### config.mk
export PLATFORM = sky130hd
export DESIGN_NAME = jtpopeye_inputs
export DESIGN_NICKNAME = d
export VERILOG_FILES = /design/src/rtl/jtpopeye_inputs_pkg.sv /design/src/rtl/jtpopeye_ps2_keys.sv /design/src/rtl/jtpopeye_inputs.sv
export SDC_FILE = /design/constraint.sdc
export NUM_CORES = 1
export LEC_CHECK = 0
export ABC_AREA = 1
export CAP_MARGIN = 20
export CORE_MARGIN = 10
export CORE_UTILIZATION = 53
export DETAILED_ROUTE_END_ITERATION = 7
export GPL_TIMING_DRIVEN = 1
export HOLD_SLACK_MARGIN = 0.12
export PLACE_DENSITY = 0.87
export REMOVE_ABC_BUFFERS = 1
export SLEW_MARGIN = 20
export SYNTH_ARGS = -nofsm -noshare
export SYNTH_HDL_FRONTEND = slang
export SYNTH_SLANG_ARGS = --single-unit
### constraint.sdc
create_clock -name clk -period 2.55 [get_ports clk]
set_input_delay 0.255 -clock clk [delete_from_list [all_inputs] [get_ports clk]]
set_output_delay 0.255 -clock clk [all_outputs]
set_load 0.005 [all_outputs]
### src/rtl/jtpopeye_inputs_pkg.sv
// Shared constants for the Popeye cabinet input conditioner: PS/2 scancodes,
// held-key vector layout, joystick word bit positions and coin FSM states.
package jtpopeye_inputs_pkg;

  // Player 1 scancodes
  localparam logic [7:0] KEY_UP       = 8'h75;
  localparam logic [7:0] KEY_DOWN     = 8'h72;
  localparam logic [7:0] KEY_LEFT     = 8'h6B;
  localparam logic [7:0] KEY_RIGHT    = 8'h74;
  localparam logic [7:0] KEY_PUNCH    = 8'h14;
  // Player 2 scancodes
  localparam logic [7:0] KEY_P2_UP    = 8'h1D;
  localparam logic [7:0] KEY_P2_DOWN  = 8'h1B;
  localparam logic [7:0] KEY_P2_LEFT  = 8'h1C;
  localparam logic [7:0] KEY_P2_RIGHT = 8'h23;
  localparam logic [7:0] KEY_P2_PUNCH = 8'h12;
  // System scancodes
  localparam logic [7:0] KEY_START1   = 8'h05;
  localparam logic [7:0] KEY_START2   = 8'h06;
  localparam logic [7:0] KEY_COIN     = 8'h04;
  localparam logic [7:0] KEY_PAUSE    = 8'h0C;

  // Held-key vector: each player slice matches the {punch,up,down,left,right} output order
  localparam int KEY_N       = 14;
  localparam int KI_P1_RIGHT = 0;
  localparam int KI_P1_LEFT  = 1;
  localparam int KI_P1_DOWN  = 2;
  localparam int KI_P1_UP    = 3;
  localparam int KI_P1_PUNCH = 4;
  localparam int KI_P2_RIGHT = 5;
  localparam int KI_P2_LEFT  = 6;
  localparam int KI_P2_DOWN  = 7;
  localparam int KI_P2_UP    = 8;
  localparam int KI_P2_PUNCH = 9;
  localparam int KI_START1   = 10;
  localparam int KI_START2   = 11;
  localparam int KI_COIN     = 12;
  localparam int KI_PAUSE    = 13;

  // Joystick word bit positions
  localparam int JB_RIGHT  = 0;
  localparam int JB_LEFT   = 1;
  localparam int JB_DOWN   = 2;
  localparam int JB_UP     = 3;
  localparam int JB_PUNCH  = 4;
  localparam int JB_START1 = 6;
  localparam int JB_START2 = 7;
  localparam int JB_COIN   = 8;
  localparam int JB_PAUSE  = 9;

  typedef enum logic [1:0] {
    IDLE     = 2'd0,
    PULSE    = 2'd1,
    WAIT_REL = 2'd2
  } coin_state_t;

endpackage

### src/rtl/jtpopeye_ps2_keys.sv
// PS/2 event decoder: detects the event toggle and keeps one held/released
// register per mapped scancode.
module jtpopeye_ps2_keys
  import jtpopeye_inputs_pkg::*;
(
  input  logic              clk,
  input  logic              rst,
  input  logic [10:0]       ps2_key,
  output logic [KEY_N-1:0]  o_keys
);

  logic             r_toggle;
  logic [KEY_N-1:0] r_keys;
  logic             w_event;
  logic             w_hit;
  logic [3:0]       w_idx;
  logic             w_unused_ext;

  // The extended-code flag plays no part in the map
  assign w_unused_ext = ps2_key[8];
  assign w_event      = ps2_key[10] ^ r_toggle;

  always_comb begin
    w_hit = 1'b1;
    w_idx = 4'd0;
    case (ps2_key[7:0])
      KEY_RIGHT:    w_idx = 4'(KI_P1_RIGHT);
      KEY_LEFT:     w_idx = 4'(KI_P1_LEFT);
      KEY_DOWN:     w_idx = 4'(KI_P1_DOWN);
      KEY_UP:       w_idx = 4'(KI_P1_UP);
      KEY_PUNCH:    w_idx = 4'(KI_P1_PUNCH);
      KEY_P2_RIGHT: w_idx = 4'(KI_P2_RIGHT);
      KEY_P2_LEFT:  w_idx = 4'(KI_P2_LEFT);
      KEY_P2_DOWN:  w_idx = 4'(KI_P2_DOWN);
      KEY_P2_UP:    w_idx = 4'(KI_P2_UP);
      KEY_P2_PUNCH: w_idx = 4'(KI_P2_PUNCH);
      KEY_START1:   w_idx = 4'(KI_START1);
      KEY_START2:   w_idx = 4'(KI_START2);
      KEY_COIN:     w_idx = 4'(KI_COIN);
      KEY_PAUSE:    w_idx = 4'(KI_PAUSE);
      default:      w_hit = 1'b0;
    endcase
  end

  // Toggle reloads from the live bit in reset so releasing reset never fires an event
  always_ff @(posedge clk) begin
    if (rst) begin
      r_toggle <= ps2_key[10];
      r_keys   <= '0;
    end else begin
      r_toggle <= ps2_key[10];
      if (w_event && w_hit) r_keys[w_idx] <= ps2_key[9];
    end
  end

  assign o_keys = r_keys;

endmodule

### src/rtl/jtpopeye_inputs.sv
// Cabinet input conditioner: merges keyboard and joystick sources into
// registered player controls, a pause toggle and a one-shot coin pulse.
module jtpopeye_inputs
  import jtpopeye_inputs_pkg::*;
#(
  parameter int COIN_W = 400000
)(
  input  logic        clk,
  input  logic        rst,
  input  logic [10:0] ps2_key,
  input  logic [15:0] joy_0,
  input  logic [15:0] joy_1,
  input  logic        clr_pause,
  output logic [4:0]  joystick1,
  output logic [4:0]  joystick2,
  output logic [1:0]  start_button,
  output logic        coin_input,
  output logic        pause,
  output logic [1:0]  o_coin_state
);

  localparam int CNT_W = $clog2(COIN_W + 1);

  logic [KEY_N-1:0] w_keys;
  logic [4:0]       r_joy1;
  logic [4:0]       r_joy2;
  logic [1:0]       r_start;
  logic             r_pause;
  logic             r_pause_prev;
  logic             w_pause_req;
  logic             w_coin_req;
  coin_state_t      r_state;
  coin_state_t      w_state_n;
  logic [CNT_W-1:0] r_cnt;
  logic [CNT_W-1:0] w_cnt_n;
  logic             r_coin;
  logic             w_coin_n;
  logic             w_unused;

  assign w_unused = ^{joy_0[15:10], joy_0[5], joy_1[15:5]};

  jtpopeye_ps2_keys u_keys (
    .clk     (clk),
    .rst     (rst),
    .ps2_key (ps2_key),
    .o_keys  (w_keys)
  );

  assign w_pause_req = w_keys[KI_PAUSE] | joy_0[JB_PAUSE];
  assign w_coin_req  = w_keys[KI_COIN]  | joy_0[JB_COIN];

  always_ff @(posedge clk) begin
    if (rst) begin
      r_joy1  <= '0;
      r_joy2  <= '0;
      r_start <= '0;
    end else begin
      r_joy1  <= w_keys[KI_P1_PUNCH:KI_P1_RIGHT] | joy_0[JB_PUNCH:JB_RIGHT];
      r_joy2  <= w_keys[KI_P2_PUNCH:KI_P2_RIGHT] | joy_1[JB_PUNCH:JB_RIGHT];
      r_start <= {w_keys[KI_START2] | joy_0[JB_START2],
                  w_keys[KI_START1] | joy_0[JB_START1]};
    end
  end

  // pause_prev resets high so a request held through reset is not an edge
  always_ff @(posedge clk) begin
    if (rst) begin
      r_pause      <= 1'b0;
      r_pause_prev <= 1'b1;
    end else begin
      r_pause_prev <= w_pause_req;
      if (clr_pause)                        r_pause <= 1'b0;
      else if (w_pause_req && !r_pause_prev) r_pause <= ~r_pause;
    end
  end

  always_ff @(posedge clk) begin
    if (rst) begin
      r_state <= WAIT_REL;
      r_cnt   <= '0;
      r_coin  <= 1'b0;
    end else begin
      r_state <= w_state_n;
      r_cnt   <= w_cnt_n;
      r_coin  <= w_coin_n;
    end
  end

  // Pulse length is fixed at COIN_W cycles; the request is only re-armed after release
  always_comb begin
    w_state_n = r_state;
    w_cnt_n   = r_cnt;
    w_coin_n  = r_coin;
    case (r_state)
      IDLE: begin
        if (w_coin_req) begin
          w_state_n = PULSE;
          w_cnt_n   = CNT_W'(COIN_W - 1);
          w_coin_n  = 1'b1;
        end
      end
      PULSE: begin
        if (r_cnt == '0) begin
          w_state_n = WAIT_REL;
          w_coin_n  = 1'b0;
        end else begin
          w_cnt_n = r_cnt - CNT_W'(1);
        end
      end
      WAIT_REL: begin
        if (!w_coin_req) w_state_n = IDLE;
      end
      default: begin
        w_state_n = WAIT_REL;
        w_coin_n  = 1'b0;
      end
    endcase
  end

  assign joystick1    = r_joy1;
  assign joystick2    = r_joy2;
  assign start_button = r_start;
  assign coin_input   = r_coin;
  assign pause        = r_pause;
  assign o_coin_state = r_state;

endmodule

After elaboration in Yosys (flattened, before gate mapping)
Cells that the tools add are included.
{ "word_totals": {"register_bits": 51, "input_bits": 46, "out_inout_bits": 16, "wordCells": 69} }
{ "classes": {"add_sub_neg": 1, "order_cmp": 2, "n_eq_ne": 20, "muxes": 15, "bitwise": 9, "reduce_logical": 12} }
{ "op_table": {"columns": ["cell", "count"], "rows": [
  ["$pmux 4 s13", 1],
  ["$eq 8x5->1 const B", 5],
  ["$mux 19", 2],
  ["$pmux 19 s2", 1],
  ["$eq 8x7->1 const B", 4],
  ["$eq 8x3->1 const B", 3],
  ["$logic_not 19->1", 1],
  ["$sub 19x1->19 const B", 1],
  ["$bwmux 14", 1],
  ["$reduce_or 14->1", 1],
  ["$or 5x5->5", 2],
  ["$reduce_and 3->1", 3],
  ["$eq 8x4->1 const B", 1],
  ["$eq 8x6->1 const B", 1],
  ["$ne 2x2->1 const B", 4],
  ["$mux 2", 3],
  ["$pmux 2 s3", 1],
  ["$lt 4x5->1 const B", 1],
  ["$demux 1 s4", 1],
  ["$ge 4x1->1 const B", 1],
  ["$mux 1", 4],
  ["$or 1x1->1", 4],
  ["$logic_and 1x1->1", 3],
  ["$pmux 1 s3", 1],
  ["8 further kinds", 9]
]} }

Longest topological paths before layout
{ "depth": {"ltp_word": 7, "depth_mapped": 12, "mapped_depth_nobuf": 12} }

Modules after synthesis
Synthesis repeated with hierarchy kept, for this count alone.
{ "unflattened": {"cells_unflattened": 441, "area_unflattened_um2": 2812.7} }
{ "by_module_without_submodules": {"columns": ["mod", "n_inst", "cells_per_inst", "area_per_inst_um2", "seq_area_each_um2"], "rows": [
  ["jtpopeye_inputs", 1, 271, 1776.7, 720.7],
  ["jtpopeye_ps2_keys", 1, 170, 1036.0, 300.3]
]} }

Worst setup path before layout
OpenSTA, ideal clock, no wires.
{ "synth_path": {"kind": "flip-flop to flip-flop", "from": "register r_cnt[0]", "to": "register r_cnt[0]", "setup_time_ns": 0.121, "t_arrival_ns": 1.477, "t_required_ns": 2.429, "path_slack_ns": 0.952, "path_stages_with_launch": 11, "n_path_buf": 1, "synth_period_minus_slack_ns": 1.598, "cell_sequence": "dfxtp_1 -> inv_1 -> ha_1 -> nand2_1 -> nor2_2 -> nand4_1 -> nand2_1 -> nand2_2 -> buf_2 -> o21ai_0 -> a21oi_1"} }
{ "synth_via": {"elab_chain_cells": 3, "elab_cells_between_ends": 6, "classes_between": "add/sub (1); eq/ne (1); mux (2); reduce/logical (2)"} }
{ "synth_lines": {"columns": ["item", "line_no", "source"], "rows": [
  ["from (decl)", "jtpopeye_inputs.sv:34", "logic [CNT_W-1:0] r_cnt;"],
  ["from (signal assigned)", "jtpopeye_inputs.sv:84", "r_cnt <= w_cnt_n;"],
  ["$sub 19x1->19 or $logic_not 19->1 (tied branches)", "jtpopeye_inputs.sv:107, jtpopeye_inputs.sv:103", null],
  ["$mux 19 or $ne 2x2->1 (tied branches)", null, null],
  ["$pmux 19 s2 or $reduce_and 3->1 (tied branches)", null, null]
]} }
Several ways; a longest one is shown, not always the timed one. The select of a mux whose other input is x is not followed.
A chain may end at the register's enable or synchronous reset.

Final worst setup path
{ "layout_path": {"from": "register r_cnt[0]", "to": "register r_cnt[17]"} }
The elaborated chain is that of the path after synthesis.

==> run summary <==
• **result of the run** finished clean
• **share of the synthesized area in the top cell type** 0.3948
• **chip width** 89.86 um
• **clock root buffer master** sky130_fd_sc_hd__clkbuf_8
• **number of max-slew violations in the final report** 0
• **Area Growth Syn to Fin** 22.11%
• **minimum clock period after layout** 2.154 ns
• **post-route cell area** 3158 um^2
• **Final Hold Viols** 0
• **maximum resistive drop on vdd** 0.3263 mV
• **flip-flop and latch area** 1021 um^2
• **clock tree from TritonCTS** done
• **most frequent standard cell in the layout excluding fill and tap cells** sky130_fd_sc_hd__nand2_1
• **WL per Instance** 12.38 um
• **dominant synthesized flop cell** sky130_fd_sc_hd__dfxtp_1
• **HPWL after detailed placement** 4585 um
• **unique cell type count in the Yosys netlist** 21
• **Floorplan Core Area** 4723 um^2
• **post-synthesis sequential element count** 51
• **ratio of cells with drive above 1 in the final layout** 0.05747
• **relative contribution of combinational cells to total power** 0.211
• **slowest cell on the critical path** sky130_fd_sc_hd__dfxtp_1
• **maximum count of clock buffers along a single path** 2
• **first-pass GRT wire length** 10,600 um
• **cts-stage hold buffer count** 0
• **fill count** 399
• **Top Usage Layer GRT** met2
• **Clk pwr share** 0.320
• **post-CTS setup buffer count** 0
• **Syn Std Cell Area** 2586 um^2
• **vias in the first global route** 2,410
• **standard cell area after detailed placement** 3043 um^2
• **EDFF count, synth** 0
• **vias after detailed routing** 2,630
• **sequential share of the synthesized area** 0.3948
• **proportion of register bits with asynchronous set or reset after synthesis** 0
• **Achievable Freq** 464.2 MHz
• **antenna violations before repair** 0
• **most repeated library cell on the critical path** sky130_fd_sc_hd__nand2_1
• **critical path capture point type** flop
• **power consumption** 1.832 mW
• **Synth area leaders** sky130_fd_sc_hd__dfxtp_1 39%, sky130_fd_sc_hd__nand2_1 14%, sky130_fd_sc_hd__nor2_1 12%, sky130_fd_sc_hd__a21oi_1 6.6%, sky130_fd_sc_hd__nand4_1 4.6%
• **clock insertion delay at the later pin of the skew report** 0.31 ns
• **slew margin rel.** 0.6040
• **sum of routed wire length over all layers** 6216 um
• **Initial Util** 0.5475
• **sinks on the clock net** 51
• **arrival time at the worst endpoint** 2.39 ns
• **max-capacitance violation count** 0
• **internal power component** 1.293 mW
• **Clk pin slew, worst setup/hold paths** 0.10 ns
• **top-level port count** 62
• **placer's final routability congestion estimate** 0.9173
• **sort of element at the start of the critical path** flop
• **met1 GRT Util** 0.1624
• **Final Net Count** 481
• **met2 GRT Util** 0.2748
• **post-CTS sizing** 0
• **reported net switching power** 0.5384 mW
• **H-tree lvl count** 2
• **cells traversed along the worst timing path** inv_1, ha_1, nand2_1, nor2_2, nand4_1, nand2_1, nand2_2, inv_2, nand2_1, a21oi_1
• **commonest cells after routing, fill and taps aside** 96 x sky130_fd_sc_hd__nand2_1, 85 x sky130_fd_sc_hd__nor2_1, 51 x sky130_fd_sc_hd__dfxtp_1, 42 x sky130_fd_sc_hd__clkdlybuf4s50_1, 34 x sky130_fd_sc_hd__a21oi_1
• **number of rows in the core area** 25
• **Setup Total Neg Slack** 0 ns
• **leakage power summed over all cells** 1.349 nW
• **proportion of power drawn by flip-flops and latches** 0.469
• **gr usage total** 0.1506
• **count of final setup violators** 0
• **port bufs** 42
• **synthesized area per cell** 6.547 um^2
• **Worst Hold Class** in -> reg
• **final period utilization** 0.8448
• **unrepaired setup endpoints after global routing** false
• **share of total power consumed by net switching** 0.2939
• **GRT overflow** 0
• **number of DRC violations after detailed routing** 0
• **Crit Path Category** reg -> reg
• **area used by multi-input combinational logic** 1368 um^2
• **post-synthesis cell type with the largest combined area** sky130_fd_sc_hd__dfxtp_1
• **slew at the pin closest to its max-slew limit** 0.5922 ns
• **iteration count of the initial detailed-routing pass** 5
• **fraction of met3 tracks used by global routing** 0.04655
• **full die area** 8074 um^2
• **Post-DRT Antenna Nets** 0
• **number of antenna diodes** 0
• **post-detailed-route via-to-cell ratio** 5.239
• **clock buffer count from CTS** 5
• **synthesized instance count** 395
• **power density cells** 580.0 nW/um^2
• **data required time at the worst endpoint** 2.79 ns
• **post-route clock skew** 0.01083 ns
• **DRC marker count from the first detailed-route iteration** 229
• **delay of the slowest cell on the worst path** 0.37 ns
• **yosys synthesis warning count** 0
• **die height** 89.86 um
• **largest fanout on the critical path** 16
• **largest net degree at the start of global routing** 28
==> cell families (layout without fill, tap and decap cells) <==
logic type / count (synthesis) / count (layout) / share of synthesized area
AND/OR/NAND/NOR: 238 / 238 / 0.3895
flip-flops: 51 / 51 / 0.3948
AO/OA/AOI/OAI: 46 / 46 / 0.09047
buffers and inverters: 46 / 86 / 0.07644
XOR/XNOR: 13 / 13 / 0.04403
adder cells (fa/ha/maj): 1 / 1 / 0.004837
==> path summary, 6_finish.rpt <==
kind	from	slack, ns	cells after the start	end
min reg2reg	pause$_SDFFE_PP0P_	0.46	1	pause$_SDFFE_PP0P_
min	ps2_key[10]	0.44	1	u_keys.r_toggle$_DFF_P_
max reg2reg	r_cnt[0]$_SDFFE_PP0P_	0.40	10	r_cnt[17]$_SDFFE_PP0P_
max	r_cnt[0]$_SDFFE_PP0P_	0.40	10	r_cnt[17]$_SDFFE_PP0P_
==> critical path: cells and delay by family (launching register included) <==
family	cells	cell delay, ns
flops	1	0.37
compound gates	1	0.17
simple gates	6	0.90
fa+ha+maj	1	0.28
buf+inv	2	0.35
==> per-layer routing <==
metal,vias up,wire length [um]
met5,-,0
met4,0,57
met3,7,415
met2,86,3143
met1,1197,2600
li1,1340,-
==> synthesized netlist by cell type (3+ instances only) <==
library cell,number
sky130_fd_sc_hd__nand2_1,96
sky130_fd_sc_hd__nor2_1,85
sky130_fd_sc_hd__dfxtp_1,51
sky130_fd_sc_hd__a21oi_1,34
sky130_fd_sc_hd__inv_1,31
sky130_fd_sc_hd__nand3_1,23
sky130_fd_sc_hd__nand4_1,19
sky130_fd_sc_hd__o21ai_0,11
sky130_fd_sc_hd__xor2_1,11
sky130_fd_sc_hd__clkbuf_1,9
sky130_fd_sc_hd__nor2_2,5
sky130_fd_sc_hd__nor3_1,4
sky130_fd_sc_hd__buf_6,3
sky130_fd_sc_hd__or2_2,3
==> area by class of cell <==
class                   count  share of cell area
flip-flops and latches     51              0.3233
clock buffers               5             0.02179
inverters                  32             0.03803
repair buffers             46              0.1426
multi-input cells         298              0.4330
well taps                  67             0.02655
clock inverters             3             0.01466
==> power by group through the flow <==
stage / Clock [mW] / Sequential [mW] / Combinational (mW)
floorplan: 0 / 0.873 / 0.237
global placement: 0 / 0.875 / 0.370
detailed placement: 0 / 0.876 / 0.381
CTS: 0.592 / 0.858 / 0.384
global route: 0.618 / 0.863 / 0.438
finish: 0.587 / 0.859 / 0.386
==> sequential cells by signal, indices dropped and copies added (netlist names) <==
register,cells
coin_input,1
joystick1,5
joystick2,5
o_coin_state,2
pause,1
r_cnt,19
r_pause_prev,1
start_button,2
u_keys.o_keys,14
u_keys.r_toggle,1
==> metrics by stage <==
stage                       util  setup slack [ns]  instances  hold WS (ns)
final                     0.6686            0.3957        502        0.4357
after detailed placement  0.6442            0.4761        494        0.4436
after floorplan                -            0.7678        381        0.2827
after global placement    0.6442            0.5529        494        0.4429
after CTS                 0.6686            0.4643        502        0.4292
after global routing      0.6686            0.2391        502        0.4337
Power figures use the tool's default switching activity.
==> RTL edit 1: new RTL, same settings <==
The package constant `KI_P1_PUNCH` goes from 4 to 2.
--- a/src/rtl/jtpopeye_inputs_pkg.sv
+++ b/src/rtl/jtpopeye_inputs_pkg.sv
@@ -27,5 +27,5 @@
   localparam int KI_P1_DOWN  = 2;
   localparam int KI_P1_UP    = 3;
-  localparam int KI_P1_PUNCH = 4;
+  localparam int KI_P1_PUNCH = 2;
   localparam int KI_P2_RIGHT = 5;
   localparam int KI_P2_LEFT  = 6;
Function: changed (a bounded check fails within 4 cycles, from zero or initial values and one cycle with rst high).
==> RTL edit 1 against the unedited design <==
Cell area decreased by 2.8%. Combinational power is 12% lower. Setup slack improved by 0.23 ns. Synthesized area down 2.0%. Total power decreased by 10%. Sequential cell count shrank 2. Clock skew decreased by 0.0041 ns. Die area shrank 1.6%. Routed wire length fell by 11%.
==> RTL edit 1: results (changes against the unedited design) <==
layout cells sized above 1: 10.0% (+4.3 points)
Top reg by flops: r_cnt
# diodes: 0 (unchanged)
post-synthesis sequential area ratio: 38.7% (-0.76 points)
Yosys warning count: 0 (unchanged)
GR Util All Layers: 14.6% (-0.51 points)
Setup Skew: 0.00669 ns (-0.00414 ns)
max FFs per register: 19 (unchanged)
ys async rst share: 0% (unchanged)
root buf cell: clkbuf_8
leakage power: 0.00137 uW (+1.9%)
Setup crit start kind: register
largest net degree at the start of global routing: 39 (+39%)
HP Class: input port to register
worst slack, placed: 0.385 ns (-0.0914 ns)
fill count: 410 (+2.8%)
H-tree depth reported by CTS: 2 (unchanged)
Skew-Pair Late Insertion Delay: 0.30 ns
cell at the slowest stage of the critical path: dfxtp_1
VDD IR-drop max: 0.000323 V (-1.1%)
number of buffers created by CTS: 5 (unchanged)
Synth top cells by count: nor2_1, nand2_1, dfxtp_1, inv_1, a21oi_1
Detail Placement HPWL: 4140 um (-9.7%)
Clock transition at path regs: 0.09 ns
outcome: complete, no violations
Post-DRT Antenna Nets: 0 (unchanged)
Critical Path AT: 2.13 ns (-0.26 ns)
1st-pass router iterations: 4 (-1)
reg-to-reg startpoint: r_cnt[0]
Worst Path Max Fanout: 12 (-4)
switching portion of total power: 29.2% (-0.16 points)
Avg Inst Size Synth: 6.70 um2 (+2.4%)
WL final: 5510 um (-11%)
Largest delay share family, worst path: simple AND/OR/NAND/NOR gates
nets: 466 (-3.1%)
DP Area: 2970 um2 (-2.3%)
Port-buffer cells: 42 (unchanged)
CP max stage delay: 0.31 ns (-0.06 ns)
initial drt markers: 139 (-39%)
Worst-Margin Slew: 0.462 ns (-0.130 ns)
vias in the first global route: 2230 (-7.5%)
Max Root-Sink Buffers: 2 (unchanged)
total number of vias: 2429 (-7.6%)
routed length per placed instance: 11.6 um (-6.1%)
post-cts resize count: 0 (unchanged)
Hold Startpoint: ps2_key[10]
first-pass GRT wire length: 9320 um (-12%)
distinct cell type count after synthesis: 30 (+43%)
setup bufs post-CTS: 0 (unchanged)
largest cells by area after synthesis: dfxtp_1, nor2_1, nand2_1, inv_1, a21oi_1
RePlAce Congestion: 0.909 (-0.87%)
antenna violations before repair: 0 (unchanged)
## RTL edit 1: area by class of cell
cell class / count / area (um2) / area share (%)
clock buffers: 6 / 82.6 / 2.69
clock inverters: 2 / 13.8 / 0.448
inverters: 44 / 170 / 5.54
multi-input cells: 275 / 1320 / 43.0
flip-flops and latches: 49 / 981 / 32.0
well taps: 54 / 67.6 / 2.20
repair buffers: 44 / 435 / 14.2
## RTL edit 1: power groups by stage
stage / clock (uW) / combinational, uW / sequential [uW]
4_1_cts: 494 / 341 / 828
5_1_grt: 523 / 385 / 834
2_1_floorplan: 0 / 211 / 842
6_report: 477 / 341 / 829
3_3_place_gp: 0 / 331 / 844
3_5_place_dp: 0 / 340 / 846
## RTL edit 1: logic make-up (layout without fill, tap and decap cells)
kind of cell / Yosys count / after routing / share of synthesized area (%)
buf+inv: 54 / 96 / 9.23
xor+xnor: 4 / 4 / 1.38
flops: 49 / 49 / 38.7
compound gates: 42 / 42 / 8.69
simple gates: 228 / 228 / 41.5
fa+ha+maj: 1 / 1 / 0.494
## RTL edit 1: path summary, 6_finish.rpt
kind                endpoint  slack (ns)  cells past startpoint
max reg2reg        r_cnt[16]        0.63                     13
min reg2reg            pause        0.45                      1
min          u_keys.r_toggle        0.44                      1
max                r_cnt[16]        0.63                     13
## RTL edit 1: metal layers
| layer | track usage (%) | part of all wire [%] | vias to the layer above |
|---|---|---|---|
| met5 | 0 | 0 | - |
| met4 | 5.20 | 0.96 | 0 |
| met3 | 6.11 | 8.5 | 5 |
| met2 | 23.8 | 45 | 59 |
| met1 | 16.6 | 45 | 1079 |
| li1 | - | - | 1286 |
==> RTL edit 2: new RTL, config.mk and constraints unchanged <==
Without the edit above. Remove the register `r_joy1`: a continuous assignment takes its place, so the output `joystick1` follows one clock earlier.
--- a/src/rtl/jtpopeye_inputs.sv
+++ b/src/rtl/jtpopeye_inputs.sv
@@ -52,9 +52,7 @@
   always_ff @(posedge clk) begin
     if (rst) begin
-      r_joy1  <= '0;
       r_joy2  <= '0;
       r_start <= '0;
     end else begin
-      r_joy1  <= w_keys[KI_P1_PUNCH:KI_P1_RIGHT] | joy_0[JB_PUNCH:JB_RIGHT];
       r_joy2  <= w_keys[KI_P2_PUNCH:KI_P2_RIGHT] | joy_1[JB_PUNCH:JB_RIGHT];
       r_start <= {w_keys[KI_START2] | joy_0[JB_START2],
@@ -62,4 +60,6 @@
     end
   end
+
+  assign r_joy1 = w_keys[KI_P1_PUNCH:KI_P1_RIGHT] | joy_0[JB_PUNCH:JB_RIGHT];
 
   // pause_prev resets high so a request held through reset is not an edge
Function: changed (a bounded check fails within 4 cycles, from zero or initial values and one cycle with rst high).
==> RTL edit 2 against the unedited design <==
Setup slack gained 0.0034 ns. Total power decreased by 11%. Critical endpoint is now r_cnt[2]. Clock skew decreased by 0.0033 ns. Synthesized area fell by 3.7%. Worst hold slack better by 0.020 ns. Sequential cell count is 5 lower. Routed wire length fell by 5.5%. Fmax is 0.16% higher. Non-clock buffer count fell by 1. Largest power group unchanged. Cell area shrank 4.8%. Final cell count decreased by 7.0%.
==> RTL edit 2: results (changes against the unedited design) <==
fill count: 366 (-8.3%)
initial drt markers: 161 (-30%)
VDD IR-drop max: 0.000419 V (+28%)
routed length per placed instance: 12.6 um (+1.6%)
leakage power: 0.00129 uW (-4.4%)
Max Root-Sink Buffers: 2 (unchanged)
RePlAce Congestion: 0.968 (+5.5%)
post-cts resize count: 0 (unchanged)
HP Class: register to register
vias in the first global route: 2349 (-2.5%)
Detail Placement HPWL: 4340 um (-5.3%)
Worst Path Max Fanout: 14 (-2)
GR Util All Layers: 15.7% (+0.61 points)
Setup Skew: 0.00749 ns (-0.00334 ns)
Yosys warning count: 0 (unchanged)
Largest delay share family, worst path: simple AND/OR/NAND/NOR gates
Vias per Instance: 5.37 (+2.4%)
largest cells by area after synthesis: dfxtp_1, nand2_1, nor2_1, a21oi_1, nand3_1
grt met3 use: 4.60% (-0.059 points)
Compound-Gate Fraction of Synth Area: 9.64% (+0.60 points)
layout cells sized above 1: 8.67% (+2.9 points)
multiplexer area fraction after synthesis: 0% (unchanged)
outcome: complete, no violations
XOR/XNOR Fraction of Synth Area: 2.81% (-1.6 points)
post-synthesis sequential area ratio: 37.0% (-2.5 points)
grt met1 use: 19.0% (+2.8 points)
first-pass GRT wire length: 10100 um (-4.8%)
Slew headroom: 66.2% (+5.8 points)
nets: 461 (-4.2%)
met2 Use GR: 25.9% (-1.6 points)
1st-pass router iterations: 5 (unchanged)
Post-Synth Adder-Cell Area: 0.502% (+0.018 points)
H-tree depth reported by CTS: 2 (unchanged)
distinct cell type count after synthesis: 31 (+48%)
largest net degree at the start of global routing: 35 (+25%)
setup_tns: 0 ns (unchanged)
Synth top cells by count: nand2_1, nor2_1, dfxtp_1, inv_1, a21oi_1
DRC errors left: 0 (unchanged)
max FFs per register: 19 (unchanged)
cell at the slowest stage of the critical path: inv_1
root buf cell: clkbuf_8
CP max stage delay: 0.35 ns (-0.02 ns)
## RTL edit 2: final cells by class
| class | instances | share of cell area, % |
|---|---|---|
| tap | 52 | 2.16 |
| timing repair buffer | 45 | 14.7 |
| clock inverter | 3 | 0.708 |
| multi-input combinational | 283 | 45.3 |
| sequential | 46 | 30.6 |
| inverter | 33 | 4.12 |
| clock buffer | 5 | 2.29 |
## RTL edit 2: routing by layer
metal  part of all wire (%)  vias up
li1                       -     1292
met1                     45     1105
met2                     46       97
met3                    7.8       12
met4                    1.7        0
met5                      0        -
## RTL edit 2: power breakdown
part / internal (uW) / switching [uW] / total, uW
registers: 753 / 29.4 / 782
logic: 166 / 231 / 397
clock network: 193 / 254 / 446
total: 1110 / 514 / 1630
## RTL edit 2: logic make-up after synthesis
kind of cell             Yosys count
buffers and inverters             45
AO/OA/AOI/OAI                     46
flip-flops                        46
AND/OR/NAND/NOR                  228
adder cells (fa/ha/maj)            1
XOR/XNOR                           8
## RTL edit 2: per-stage QoR
step | setup slack, ns | instances | total power (uW) | instance area (um2) | utilization, %
CTS | 0.480 | 467 | 1630 | 3010 | 67.6
global placement | 0.571 | 459 | 1180 | 2920 | 65.6
detailed placement | 0.478 | 459 | 1190 | 2920 | 65.6
global route | 0.226 | 467 | 1720 | 3010 | 67.6
floorplan | 0.768 | 362 | 1040 | 2410 | -
finish | 0.399 | 467 | 1630 | 3010 | 67.6
## RTL edit 2: worst paths after layout
path              startpoint  endpoint  slack, ns  depth (start not counted)
setup / recovery    r_cnt[0]  r_cnt[2]       0.40                         10
hold / removal         pause     pause       0.46                          1
setup reg to reg    r_cnt[0]  r_cnt[2]       0.40                         10
hold reg to reg        pause     pause       0.46                          1
